File: config.mk
export PLATFORM = sky130hd
export DESIGN_NAME = tdm_demux_4
export DESIGN_NICKNAME = d
export VERILOG_FILES = /design/src/rtl/tdm_demux_4.sv
export SDC_FILE = /design/constraint.sdc
export NUM_CORES = 1
export LEC_CHECK = 0
export ABC_AREA = 1
export CORE_MARGIN = 2
export CORE_UTILIZATION = 51
export DETAILED_ROUTE_END_ITERATION = 7
export PLACE_DENSITY = 0.82
export SLEW_MARGIN = 0
export SYNTH_ARGS = -nofsm -noshare
export SYNTH_HDL_FRONTEND = slang
export SYNTH_SLANG_ARGS = --single-unit
File: constraint.sdc
create_clock -name i_CLK -period 1.6 [get_ports i_CLK]
set_clock_uncertainty 0.15 [all_clocks]
set_input_delay 0.32 -clock i_CLK [delete_from_list [all_inputs] [get_ports i_CLK]]
set_output_delay 0.32 -clock i_CLK [all_outputs]
set_load 0.005 [all_outputs]
File: src/rtl/tdm_demux_4.sv
// Four-channel TDM demultiplexer: aligns to a frame sync and publishes each complete
// frame to four output registers. All four registers update on the same clock edge.
//
// state  | meaning
// HUNT   | waiting for an FSYNC beat; non-sync beats are dropped silently
// LOCKED | aligned; CNT is the channel index that the next beat is stored to
module tdm_demux_4 #(
    parameter int DATA_W = 8
) (
    input  logic              i_CLK,
    input  logic              i_RST_N,
    input  logic [DATA_W-1:0] i_DATA,
    input  logic              i_VALID,
    input  logic              i_FSYNC,
    output logic [DATA_W-1:0] o_CH0,
    output logic [DATA_W-1:0] o_CH1,
    output logic [DATA_W-1:0] o_CH2,
    output logic [DATA_W-1:0] o_CH3,
    output logic              o_FRAME_VALID,
    output logic [1:0]        o_SEL,
    output logic              o_LOCKED,
    output logic              o_SYNC_ERR
);

    typedef enum logic {HUNT, LOCKED} state_t;

    state_t            state_q, state_d;
    logic [1:0]        cnt_q, cnt_d;
    logic [DATA_W-1:0] stage0_q, stage1_q, stage2_q;
    logic [DATA_W-1:0] stage0_d, stage1_d, stage2_d;
    logic [DATA_W-1:0] ch0_q, ch1_q, ch2_q, ch3_q;
    logic [DATA_W-1:0] ch0_d, ch1_d, ch2_d, ch3_d;
    logic              frame_valid_q, frame_valid_d;
    logic              sync_err_q, sync_err_d;
    logic              locked_q, locked_d;

    always_ff @(posedge i_CLK or negedge i_RST_N) begin
        if (!i_RST_N) begin
            state_q       <= HUNT;
            cnt_q         <= 2'd0;
            stage0_q      <= '0;
            stage1_q      <= '0;
            stage2_q      <= '0;
            ch0_q         <= '0;
            ch1_q         <= '0;
            ch2_q         <= '0;
            ch3_q         <= '0;
            frame_valid_q <= 1'b0;
            sync_err_q    <= 1'b0;
            locked_q      <= 1'b0;
        end else begin
            state_q       <= state_d;
            cnt_q         <= cnt_d;
            stage0_q      <= stage0_d;
            stage1_q      <= stage1_d;
            stage2_q      <= stage2_d;
            ch0_q         <= ch0_d;
            ch1_q         <= ch1_d;
            ch2_q         <= ch2_d;
            ch3_q         <= ch3_d;
            frame_valid_q <= frame_valid_d;
            sync_err_q    <= sync_err_d;
            locked_q      <= locked_d;
        end
    end

    always_comb begin
        state_d       = state_q;
        cnt_d         = cnt_q;
        stage0_d      = stage0_q;
        stage1_d      = stage1_q;
        stage2_d      = stage2_q;
        ch0_d         = ch0_q;
        ch1_d         = ch1_q;
        ch2_d         = ch2_q;
        ch3_d         = ch3_q;
        frame_valid_d = 1'b0;
        sync_err_d    = 1'b0;

        if (i_VALID) begin
            case (state_q)
                HUNT: begin
                    if (i_FSYNC) begin
                        stage0_d = i_DATA;
                        cnt_d    = 2'd1;
                        state_d  = LOCKED;
                    end
                end
                LOCKED: begin
                    if (i_FSYNC) begin
                        // Sync mid-frame restarts the frame; the partial stage is simply overwritten.
                        sync_err_d = (cnt_q != 2'd0);
                        stage0_d   = i_DATA;
                        cnt_d      = 2'd1;
                    end else begin
                        case (cnt_q)
                            2'd0: begin
                                sync_err_d = 1'b1;
                                state_d    = HUNT;
                                cnt_d      = 2'd0;
                            end
                            2'd1: begin
                                stage1_d = i_DATA;
                                cnt_d    = 2'd2;
                            end
                            2'd2: begin
                                stage2_d = i_DATA;
                                cnt_d    = 2'd3;
                            end
                            default: begin
                                ch0_d         = stage0_q;
                                ch1_d         = stage1_q;
                                ch2_d         = stage2_q;
                                ch3_d         = i_DATA;
                                frame_valid_d = 1'b1;
                                cnt_d         = 2'd0;
                            end
                        endcase
                    end
                end
                default: begin
                    state_d = HUNT;
                    cnt_d   = 2'd0;
                end
            endcase
        end

        locked_d = (state_d == LOCKED);
    end

    assign o_CH0         = ch0_q;
    assign o_CH1         = ch1_q;
    assign o_CH2         = ch2_q;
    assign o_CH3         = ch3_q;
    assign o_FRAME_VALID = frame_valid_q;
    assign o_SYNC_ERR    = sync_err_q;
    assign o_SEL         = cnt_q;
    assign o_LOCKED      = locked_q;

endmodule
# Yosys cells after proc, flatten, opt, wreduce, memory -nomap -nowiden
# Index checks and enable logic that the tools add are counted.
[op_classes]
n_eq_ne = 3
n_mux = 17
bitwise = 3
reduce_logical = 8
[ops]
columns = ["operator", "n"]
rows = [
  ["4-bit AND reduction", 3],
  ["1-bit 2-to-1 mux", 11],
  ["8-bit 2-to-1 mux", 1],
  ["2-bit one-hot mux with 2 select lines", 2],
  ["2-bit 2-to-1 mux", 2],
  ["2-bit AND reduction", 2],
  ["1-bit NOT", 3],
  ["3-bit OR reduction", 1],
  ["2-bit by 1-bit == test with 1-bit output (second input constant)", 1],
  ["2-bit == test (second input constant)", 1],
  ["2-bit logical NOT", 1],
  ["2-bit != test (second input constant)", 1],
  ["1-bit one-hot mux with 2 select lines", 1],
  ["2-bit nonzero test", 1],
]
[word_totals]
register_bits = 61
wordCells = 42

# Longest topological paths before layout
[logic_depth]
depth_word = 6
mapped_depth = 7
ltp_nobuf = 7

# Worst setup path before layout
# OpenSTA, ideal clock, no wires.
[synth_path]
kind = "reg2reg"
from = "register cnt_q[0] (netlist: o_SEL[0])"
to = "register stage2_q[0]"
t_arrival_ns = 1.167
required_ns = 1.333
path_slack_ns = 0.166
stages_incl_launch_ff = 8
period_less_slack_ns = 1.434
path_cell_list = "dfrtp_1 inv_1 ha_1 inv_1 nor2_2 nand2_2 nand2_1 nand2_1"
[synth_between]
elab_chain_len = 2
[synth_rtl]
columns = ["element", "line_no", "text"]
rows = [
  ["start, declared", "28", "logic [1:0] cnt_q, cnt_d;"],
  ["start signal, assigned", "53", "cnt_q <= cnt_d;"],
  ["2-bit == test", "96", "case (cnt_q)"],
  ["4-bit AND reduction (no line)", "n/a", ""],
  ["end signal, assigned", "56", "stage2_q <= stage2_d;"],
  ["end, declared", "29", "logic [DATA_W-1:0] stage0_q, stage1_q, stage2_q;"],
]
# No other way between the ends.
# A chain may end at the register's enable or synchronous reset.

# Final worst setup path
[layout_path]
from = "register cnt_q[0] (netlist: o_SEL[0])"
to = "register stage2_q[1]"
# The elaborated chain is that of the path after synthesis.

==> flow_metrics.py <==
metrics = {
    "cells_and_area": {
        "mostFrequentLayoutCell": "nand2_1",
        "area_growth_pct": 37.9,
        "final_cells": 432,
        "nets": 378,
        "drive_above_1_share_pct": 17.5,
        "layout_common_cells": "118 x nand2_1, 61 x dfrtp_1, 58 x nand3_1",
        "post-route-util_pct": 73.8,
        "diodes": 0,
    },
    "setup_path": {
        "path_class": "reg2reg",
        "required_ps": 1720,
        "cp-start-kind": "register",
        "arrival_ps": 1670,
        "worstPathMaxFanout": 8,
        "end_kind": "register",
    },
    "grt": {
        "antenna_found_initial": 0,
        "grt_max_degree": 49,
        "grtUsageTotal_pct": 23.4,
        "overflow": 0,
        "grt_pass1_wl_mm": 9.53,
        "grt_pass1_vias": 2067,
    },
    "cts": {
        "root_buffer": "clkbuf_8",
        "clock_latency_ps": 340,
        "cts_sinks": 61,
        "clock_path_buffers": 2,
        "htreeDepth": 3,
        "cts_made_buffers": 9,
        "cts_tree": "done",
        "cts.clk_slew.worst_paths_ps": 70,
    },
    "timing": {
        "timing.fmax_mhz": 646,
        "hold_viol": 0,
        "setup_viol": 0,
        "tightest_slew_ps": 317,
        "rsz0062_at_grt": "true",
        "relSlewSlack_pct": 78.9,
        "fin_crit_ps": 1550,
        "period_share_pct": 96.7,
        "slew_viol_final": 0,
    },
    "power": {
        "clkPwrFrac_pct": 22.4,
        "power_switching_w": 0.00187,
        "power_density_nw_per_um2": 1670,
        "p_int_w": 0.00398,
        "power_frac_comb_pct": 34.5,
        "swShare_pct": 31.9,
        "leakagePower_nw": 2.03,
        "irDropWorstVdd_mv": 0.875,
        "seqPwrFrac_pct": 43.1,
    },
    "synthesis": {
        "synthCells": 277,
        "syn_avg_cell_area_um2": 9.19,
        "netlist_area_um2": 2540,
        "ys_warn_count": 0,
        "yosysSeqAreaShare_pct": 60.0,
        "syn_nets": 295,
        "synth_cell_types": 13,
        "synth-seq-cells": 61,
    },
    "place": {
        "dpl.hpwl_mm": 3.69,
        "dp.cells": 395,
        "gp_congestion": 0.820,
        "io_buffers": 48,
    },
    "min_path": {
        "hold_path_class": "in2async",
    },
    "floorplan": {
        "dieArea_um2": 5570,
        "io_pins": 49,
        "die_h_um": 74.6,
        "rows": 25,
        "die_x_um": 74.6,
        "coreArea_um2": 4750,
        "floorplan.initialDensity_pct": 53.5,
    },
    "flow_run": {
        "cap_violations": 0,
    },
    "route": {
        "viasPerCell": 5.13,
        "ant_nets": 0,
        "drt_iter0_drc": 201,
        "wl_per_cell_um": 13.4,
        "vias": 2214,
        "drc_errors": 0,
        "dr.pass1.iters": 5,
        "routed_wl_mm": 5.78,
    },
    "status": {
        "status": "finished clean",
    },
}
-- logic make-up after synthesis --
logic type | after synthesis | synth area share, %
flip-flops | 61 | 60.0
buffers and inverters | 24 | 5.65
adder cells (fa/ha/maj) | 6 | 2.95
AND/OR/NAND/NOR | 186 | 31.4
-- Yosys cell counts --
master   count  area [um2]
nor2_2       3        18.8
inv_4        1        6.26
nand2_2      2        12.5
nand3_1     59         295
dfrtp_1     61        1530
nand2_1    119         447
buf_6        3        33.8
buf_2        5        25.0
nor2_1       1        3.75
nand2_4      2        22.5
inv_1        9        33.8
buf_4        6        45.0
ha_1         6        75.1
-- worst max-delay path, cell delays in order (launching register included) --
cell and delay, ps:
dfrtp_1 390, buf_4 160, inv_1 100, ha_1 180, inv_1 70, nor2_4 130
buf_6 150, nand3_1 80, nand2_1 80
-- power by group through the flow --
stage               registers, W  clock network, W  logic [W]
floorplan                0.00256                 0   0.000762
global placement         0.00257                 0    0.00184
detailed placement       0.00259                 0    0.00191
CTS                      0.00251           0.00134    0.00200
global route             0.00260           0.00138    0.00229
finish                   0.00252           0.00131    0.00202
-- layout make-up --
class	count	area (um2)
timing repair buffer	86	746
tap	67	83.8
multi-input combinational	192	916
clock inverter	3	17.5
fill	353	1250
clock buffer	13	179
sequential	61	1530
inverter	10	40.0
-- through the flow --
step / hold WS [ps] / power [W] / setup TNS [ps] / area [um2] / worst slack (ps)
3_5_place_dp: 76.3 / 0.00449 / -6180 / 3150 / -180
2_1_floorplan: -126 / 0.00332 / 0 / 2540 / 166
6_report: 254 / 0.00585 / 0 / 3510 / 52.1
3_3_place_gp: 76.4 / 0.00441 / -4200 / 3150 / -116
4_1_cts: 254 / 0.00585 / 0 / 3470 / 7.46
5_1_grt: 284 / 0.00628 / -44.3 / 3510 / -20.3
-- worst paths after layout --
check | startpoint | to | slack [ps] | cells after the start
worst max register to register | o_SEL[0]$_DFFE_PN0P_ | stage2_q[1]$_DFFE_PN0P_ | 50 | 8
min in group i_CLK | o_CH3[2]$_DFFE_PN0P_ | o_CH3[2]$_DFFE_PN0P_ | 320 | 2
worst min-delay path | i_RST_N | o_CH1[6]$_DFFE_PN0P_ | 250 | 2
worst max-delay path | o_SEL[0]$_DFFE_PN0P_ | stage2_q[1]$_DFFE_PN0P_ | 50 | 8
worst min register to register | o_CH3[2]$_DFFE_PN0P_ | o_CH3[2]$_DFFE_PN0P_ | 320 | 2
max in group asynchronous | i_RST_N | o_CH0[3]$_DFFE_PN0P_ | 500 | 3
-- routing by layer --
layer	GRT usage [%]	vias up	part of all wire, %
met2	38.5	72	52
met4	14.7	0	2.6
met5	0	-	0
li1	-	1050	-
met1	28.7	1077	40
met3	4.15	15	5.8
-- state kept, by name, summed over array words and instances, names as in the netlist --
register,flops
o_SYNC_ERR,1
o_CH2,8
stage0_q,8
o_CH1,8
o_LOCKED,1
stage2_q,8
o_SEL,2
stage1_q,8
o_CH3,8
o_CH0,8
o_FRAME_VALID,1
-- timing repair --
item | in CTS | in global routing
pin swaps | 0 | 1
buffers inserted | 20 | 0
hold endpoints to repair | 13 | 0
endpoints found under the setup margin | 37 | 44
resized for setup | 38 | 8
hold buffers | 1 | 0
(Power assumes the default switching activity.)
